### src/rtl/pc_fetch_ctrl.sv
// pc_fetch_ctrl: program-counter and fetch-control stage of the 64-bit pipeline.
// Sequences the fetch address through boot, increment, stall, branch
// redirect with squash, and sticky halt.
//
// Optional feature macro: FETCH_CNT_EN
//   defined   -> fetch_count counts accepted fetches (saturating)
//   undefined -> fetch_count tied to 0, no counter flops
//
// Ports:
//   clk, reset    clock (rising edge), async active-high reset
//   stall         hazard hold request
//   br_taken      branch resolved taken; br_target is the redirect address
//   halt          stop fetching, sticky until reset
//   pc            current fetch address
//   pc_plus4      pc + 4 (combinational, wraps)
//   fetch_valid   pc is a real fetch this cycle
//   ifid_en       IF/ID load enable
//   squash        IF/ID loads a bubble this cycle
//   misalign      sticky: a misaligned branch target was accepted
//   fetch_count   accepted fetch count
module pc_fetch_ctrl #(
  parameter int unsigned      WIDTH    = 64,
  parameter logic [WIDTH-1:0] RESET_PC = '0,
  parameter int unsigned      CNT_W    = 32
) (
  input  logic             clk,
  input  logic             reset,
  input  logic             stall,
  input  logic             br_taken,
  input  logic [WIDTH-1:0] br_target,
  input  logic             halt,
  output logic [WIDTH-1:0] pc,
  output logic [WIDTH-1:0] pc_plus4,
  output logic             fetch_valid,
  output logic             ifid_en,
  output logic             squash,
  output logic             misalign,
  output logic [CNT_W-1:0] fetch_count
);

  typedef enum logic [2:0] {
    BOOT  = 3'd0,
    RUN   = 3'd1,
    STALL = 3'd2,
    FLUSH = 3'd3,
    HALT  = 3'd4
  } state_t;

  state_t state;

  // Output decode {fetch_valid, ifid_en, squash} for the state being entered,
  // so the outputs are registered alongside the state.
  function automatic logic [2:0] outs_for(input state_t s);
    case (s)
      RUN:     outs_for = 3'b110;
      STALL:   outs_for = 3'b100;
      FLUSH:   outs_for = 3'b111;
      default: outs_for = 3'b000;
    endcase
  endfunction

  assign pc_plus4 = pc + WIDTH'(4);

  // Fetch FSM: priority halt > br_taken > stall > increment in RUN/STALL/FLUSH.
  always_ff @(posedge clk or posedge reset) begin
    if (reset) begin
      state       <= BOOT;
      pc          <= RESET_PC;
      fetch_valid <= 1'b0;
      ifid_en     <= 1'b0;
      squash      <= 1'b0;
      misalign    <= 1'b0;
    end else begin
      case (state)
        BOOT: begin
          if (halt) begin
            state <= HALT;
            {fetch_valid, ifid_en, squash} <= outs_for(HALT);
          end else begin
            state <= RUN;
            {fetch_valid, ifid_en, squash} <= outs_for(RUN);
          end
        end
        RUN, STALL, FLUSH: begin
          if (halt) begin
            state <= HALT;
            {fetch_valid, ifid_en, squash} <= outs_for(HALT);
          end else if (br_taken) begin
            if (br_target[1:0] == 2'b00) begin
              pc    <= br_target;
              state <= FLUSH;
              {fetch_valid, ifid_en, squash} <= outs_for(FLUSH);
            end else begin
              // Misaligned redirect: freeze with the error flag raised.
              misalign <= 1'b1;
              state    <= HALT;
              {fetch_valid, ifid_en, squash} <= outs_for(HALT);
            end
          end else if (stall) begin
            state <= STALL;
            {fetch_valid, ifid_en, squash} <= outs_for(STALL);
          end else begin
            pc    <= pc_plus4;
            state <= RUN;
            {fetch_valid, ifid_en, squash} <= outs_for(RUN);
          end
        end
        default: begin
          // HALT: everything frozen until reset.
          state <= HALT;
          {fetch_valid, ifid_en, squash} <= outs_for(HALT);
        end
      endcase
    end
  end

`ifdef FETCH_CNT_EN
  logic [CNT_W-1:0] cnt;

  // Saturating count of fetches accepted into IF/ID.
  always_ff @(posedge clk or posedge reset) begin
    if (reset) begin
      cnt <= '0;
    end else if (fetch_valid && ifid_en && (cnt != {CNT_W{1'b1}})) begin
      cnt <= cnt + CNT_W'(1);
    end
  end

  assign fetch_count = cnt;
`else
  assign fetch_count = '0;
`endif

endmodule

### config.mk
export PLATFORM = sky130hd
export DESIGN_NAME = pc_fetch_ctrl
export DESIGN_NICKNAME = d
export VERILOG_FILES = /design/src/rtl/pc_fetch_ctrl.sv
export SDC_FILE = /design/constraint.sdc
export NUM_CORES = 1
export LEC_CHECK = 0
export CORE_MARGIN = 3
export CORE_UTILIZATION = 28
export CTS_CLUSTER_DIAMETER = 40
export DETAILED_ROUTE_END_ITERATION = 10
export PLACE_DENSITY = 0.64
export SYNTH_ARGS = -nofsm -noshare
export SYNTH_HDL_FRONTEND = slang
export SYNTH_SLANG_ARGS = --single-unit
### constraint.sdc
create_clock -name clk -period 4.3 [get_ports clk]
set_clock_uncertainty 0.15 [all_clocks]
set_input_delay 1.29 -clock clk [delete_from_list [all_inputs] [get_ports clk]]
set_output_delay 1.29 -clock clk [all_outputs]
set_load 0.1 [all_outputs]
==> summary.txt <==
Floorplanning
  – CORE AREA: 0.0197 mm^2
  – DIE WIDTH: 148 um
  – Starting Density: 28.8%
  – # IOs: 233
  – Die height: 148 um
  – Die area: 0.0219 mm^2
  – Site Rows: 51

Clock network
  – Clock latency on the worst-skew pair: 0.35 ns
  – Total clock sinks: 70
  – Root Buffer Master: clkbuf_16
  – H-tree levels: 3
  – Clock transition at the registers of the reported paths: 0.06 ns
  – Hold_buf cts: 0
  – Worst-case clock buffer depth: 2
  – CTS buffer count: 9
  – CTS tree: built

Synthesis
  – Seq/Total Area, Yosys: 31.0%
  – Post-synthesis cell area: 0.00566 mm^2
  – FF+latch count, synth: 70
  – Simple-gate portion of the synthesized area: 33.0%
  – Post-synth top flop: dfrtp_1
  – Post-Synth XOR/XNOR Area: 9.29%
  – Largest family of logic cells by synthesized area: simple AND/OR/NAND/NOR gates
  – Post-Synthesis Cells: 730
  – Ys async rst share: 100%
  – Compound-Gate Fraction of Synth Area: 14.2%
  – Multiplexer share of the synthesized area: 2.52%
  – Cell variety after synth: 59
  – Adder and majority gate portion of the synthesized area: 0.221%
  – Syn_area_per_cell: 7.75 um^2
  – Ys Warns: 0
  – Number of synthesized flops with an enable pin: 0

GRT
  – Met1 Track Usage GR: 27.4%
  – Met2 GRT Util: 32.0%
  – Met3 GRT Util: 4.69%
  – Overflow left after global routing: 0
  – Total track usage: 20.0%
  – Gr busiest metal: met2
  – Largest net degree at the start of global routing: 60
  – Vias in the first global route: 5875
  – First-pass GRT wire length: 34.8 mm
  – Initial antenna violation count: 0

Timing
  – Final Hold Vio Count: 0
  – Unrepaired setup endpoints after global routing: true
  – Max Clk Rate: 236 MHz
  – Final-report setup violation count: 0
  – Slew of the pin with the lowest slew margin: 1.03 ns
  – Final min period: 4.23 ns
  – Fin crit share: 98.4%
  – Pins Over Slew Limit: 0
  – Max-slew headroom: 31.3%

Power and ir drop
  – Total power: 0.00175 W
  – Max VDD drop: 0.183 mV
  – Power density cells: 182 mW/mm^2
  – Leakage: 3.84 nW

Cells and area
  – Antenna Cells: 0
  – Most common library cell in the layout ignoring fill and taps: buf_4
  – Synth-to-layout area growth: 70.6%
  – Most frequent cells in the layout: buf_4 (88), clkdlybuf4s50_1 (84), nand2_1 (65)
  – Post-layout nets: 976
  – Fin area: 0.00965 mm^2
  – Share of cells above drive strength 1: 32.5%
  – Fillers: 1911

Outcome
  – Status: finished clean

Setup path
  – Worst endpoint required time: 2.86 ns
  – WP data arrival: 2.79 ns
  – Crit path from: pc[4]
  – Worst Setup End Kind: primary output
  – CP max FO: 11
  – Worst Setup Start Kind: flip-flop
  – Crit path kind: reg2out
  – FF-to-FF Start: pc[45]

Min path
  – Worst min-delay path class: reg2reg
  – Hold Path Origin: misalign

Drt
  – Vias: 6250
  – Drt drc: 0
  – Post-route ant nets: 0
  – WL final: 22.1 mm
  – Vias/cell: 5.31
  – Pre-Repair DR Iteration Count: 5
  – Initial DRC count: 608
  – Routed len/inst: 18.8 um

Placed design
  – Area after DPL: 0.00928 mm^2
  – Detailed Place HPWL: 16.6 mm
  – Port Buffers: 200
  – GP Congestion: 0.849

Run
  – MaxCap Viol Count: 0
-- cells by family (layout without fill, tap and decap cells) --
| group | after synthesis | count (layout) |
|---|---|---|
| multiplexers | 14 | 14 |
| flip-flops | 70 | 70 |
| adder cells (fa/ha/maj) | 1 | 1 |
| XOR/XNOR | 60 | 60 |
| buffers and inverters | 110 | 260 |
| AO/OA/AOI/OAI | 116 | 116 |
| other | 1 | 32 |
| AND/OR/NAND/NOR | 358 | 358 |
-- state kept, by name (all words and copies together), names as in the netlist --
| register | flops |
|---|---|
| fetch_valid | 1 |
| misalign | 1 |
| pc | 64 |
| squash | 1 |
| state | 3 |
-- cell usage after synthesis, types with 6 or more instances --
cell type / number / area, um^2
xnor2_1: 31 / 272
xor2_1: 29 / 254
inv_1: 14 / 52.6
or4_1: 12 / 90.1
nand3_1: 60 / 300
or3_1: 8 / 50.1
nor2_1: 54 / 203
nor3_1: 43 / 215
nand2_1: 65 / 244
o2bb2ai_1: 6 / 52.6
a22oi_1: 8 / 60.1
nor4_1: 31 / 194
nand4_1: 35 / 219
o31a_1: 6 / 52.6
dfrtp_1: 70 / 1750
a21oi_1: 22 / 110
nor2b_1: 9 / 56.3
buf_4: 34 / 255
and3_1: 19 / 119
or2_2: 6 / 37.5
mux2i_1: 12 / 120
o21ai_0: 22 / 110
clkbuf_1: 46 / 173
o211ai_1: 9 / 67.6
-- stage by stage --
| stage | util (%) | setup slack (ns) | setup TNS (ns) | hold WS [ns] | std cells |
|---|---|---|---|---|---|
| floorplan | - | -0.223 | -2.37 | 0.330 | 761 |
| global placement | 47.2 | 0.360 | 0 | 0.320 | 1158 |
| detailed placement | 47.2 | 0.348 | 0 | 0.311 | 1158 |
| CTS | 48.8 | 0.00710 | 0 | 0.334 | 1174 |
| global route | 49.1 | -0.0331 | -0.141 | 0.342 | 1176 |
| finish | 49.1 | 0.0702 | 0 | 0.329 | 1176 |
-- layout make-up --
| cell class | instances | area [um^2] | share of cell area, % |
|---|---|---|---|
| Sequential cell | 70 | 1800 | 18.7 |
| Timing Repair Buffer | 229 | 2640 | 27.4 |
| Clock buffer | 12 | 256 | 2.66 |
| Clock inverter | 4 | 45.0 | 0.467 |
| Multi-Input combinational cell | 581 | 4510 | 46.8 |
| Tap cell | 265 | 332 | 3.44 |
| Inverter | 15 | 57.6 | 0.596 |
-- critical path, cell delays in order (launching register included) --
cell and delay [ns]:
dfrtp_2 0.43, nand4_1 0.27, buf_4 0.24, or4_4 0.67
nor4_2 0.28, buf_4 0.18, xor2_4 0.17, buf_12 0.19
-- routing by layer --
| layer | routed length [um] | share of wire, % | vias to the layer above |
|---|---|---|---|
| met4 | 356 | 1.6 | 0 |
| li1 | - | - | 2948 |
| met1 | 9430 | 43 | 3002 |
| met2 | 10600 | 48 | 273 |
| met3 | 1700 | 7.7 | 27 |
| met5 | 0 | 0 | - |
-- report_power, final --
group / switching, W / internal, W
combinational: 0.000220 / 0.0000857
clock: 0.000302 / 0.000478
sequential: 0.00000582 / 0.000661
-- final timing paths --
kind | to | slack [ns] | cells past startpoint
max | pc_plus4[23] | 0.07 | 7
min | misalign | 0.33 | 1
max reg2reg | pc[53] | 1.54 | 5
min reg2reg | misalign | 0.33 | 1
max in group asynchronous | pc[5] | 2.15 | 3
min in group asynchronous | squash | 1.19 | 2
-- what timing repair did --
item                                   CTS  global route
buffers inserted                         0             2
endpoints found under the hold margin    0             0
pin swaps                                0             1
setup endpoints to repair                4            17
resized for setup                        1             9
Power figures use the tool's default switching activity.
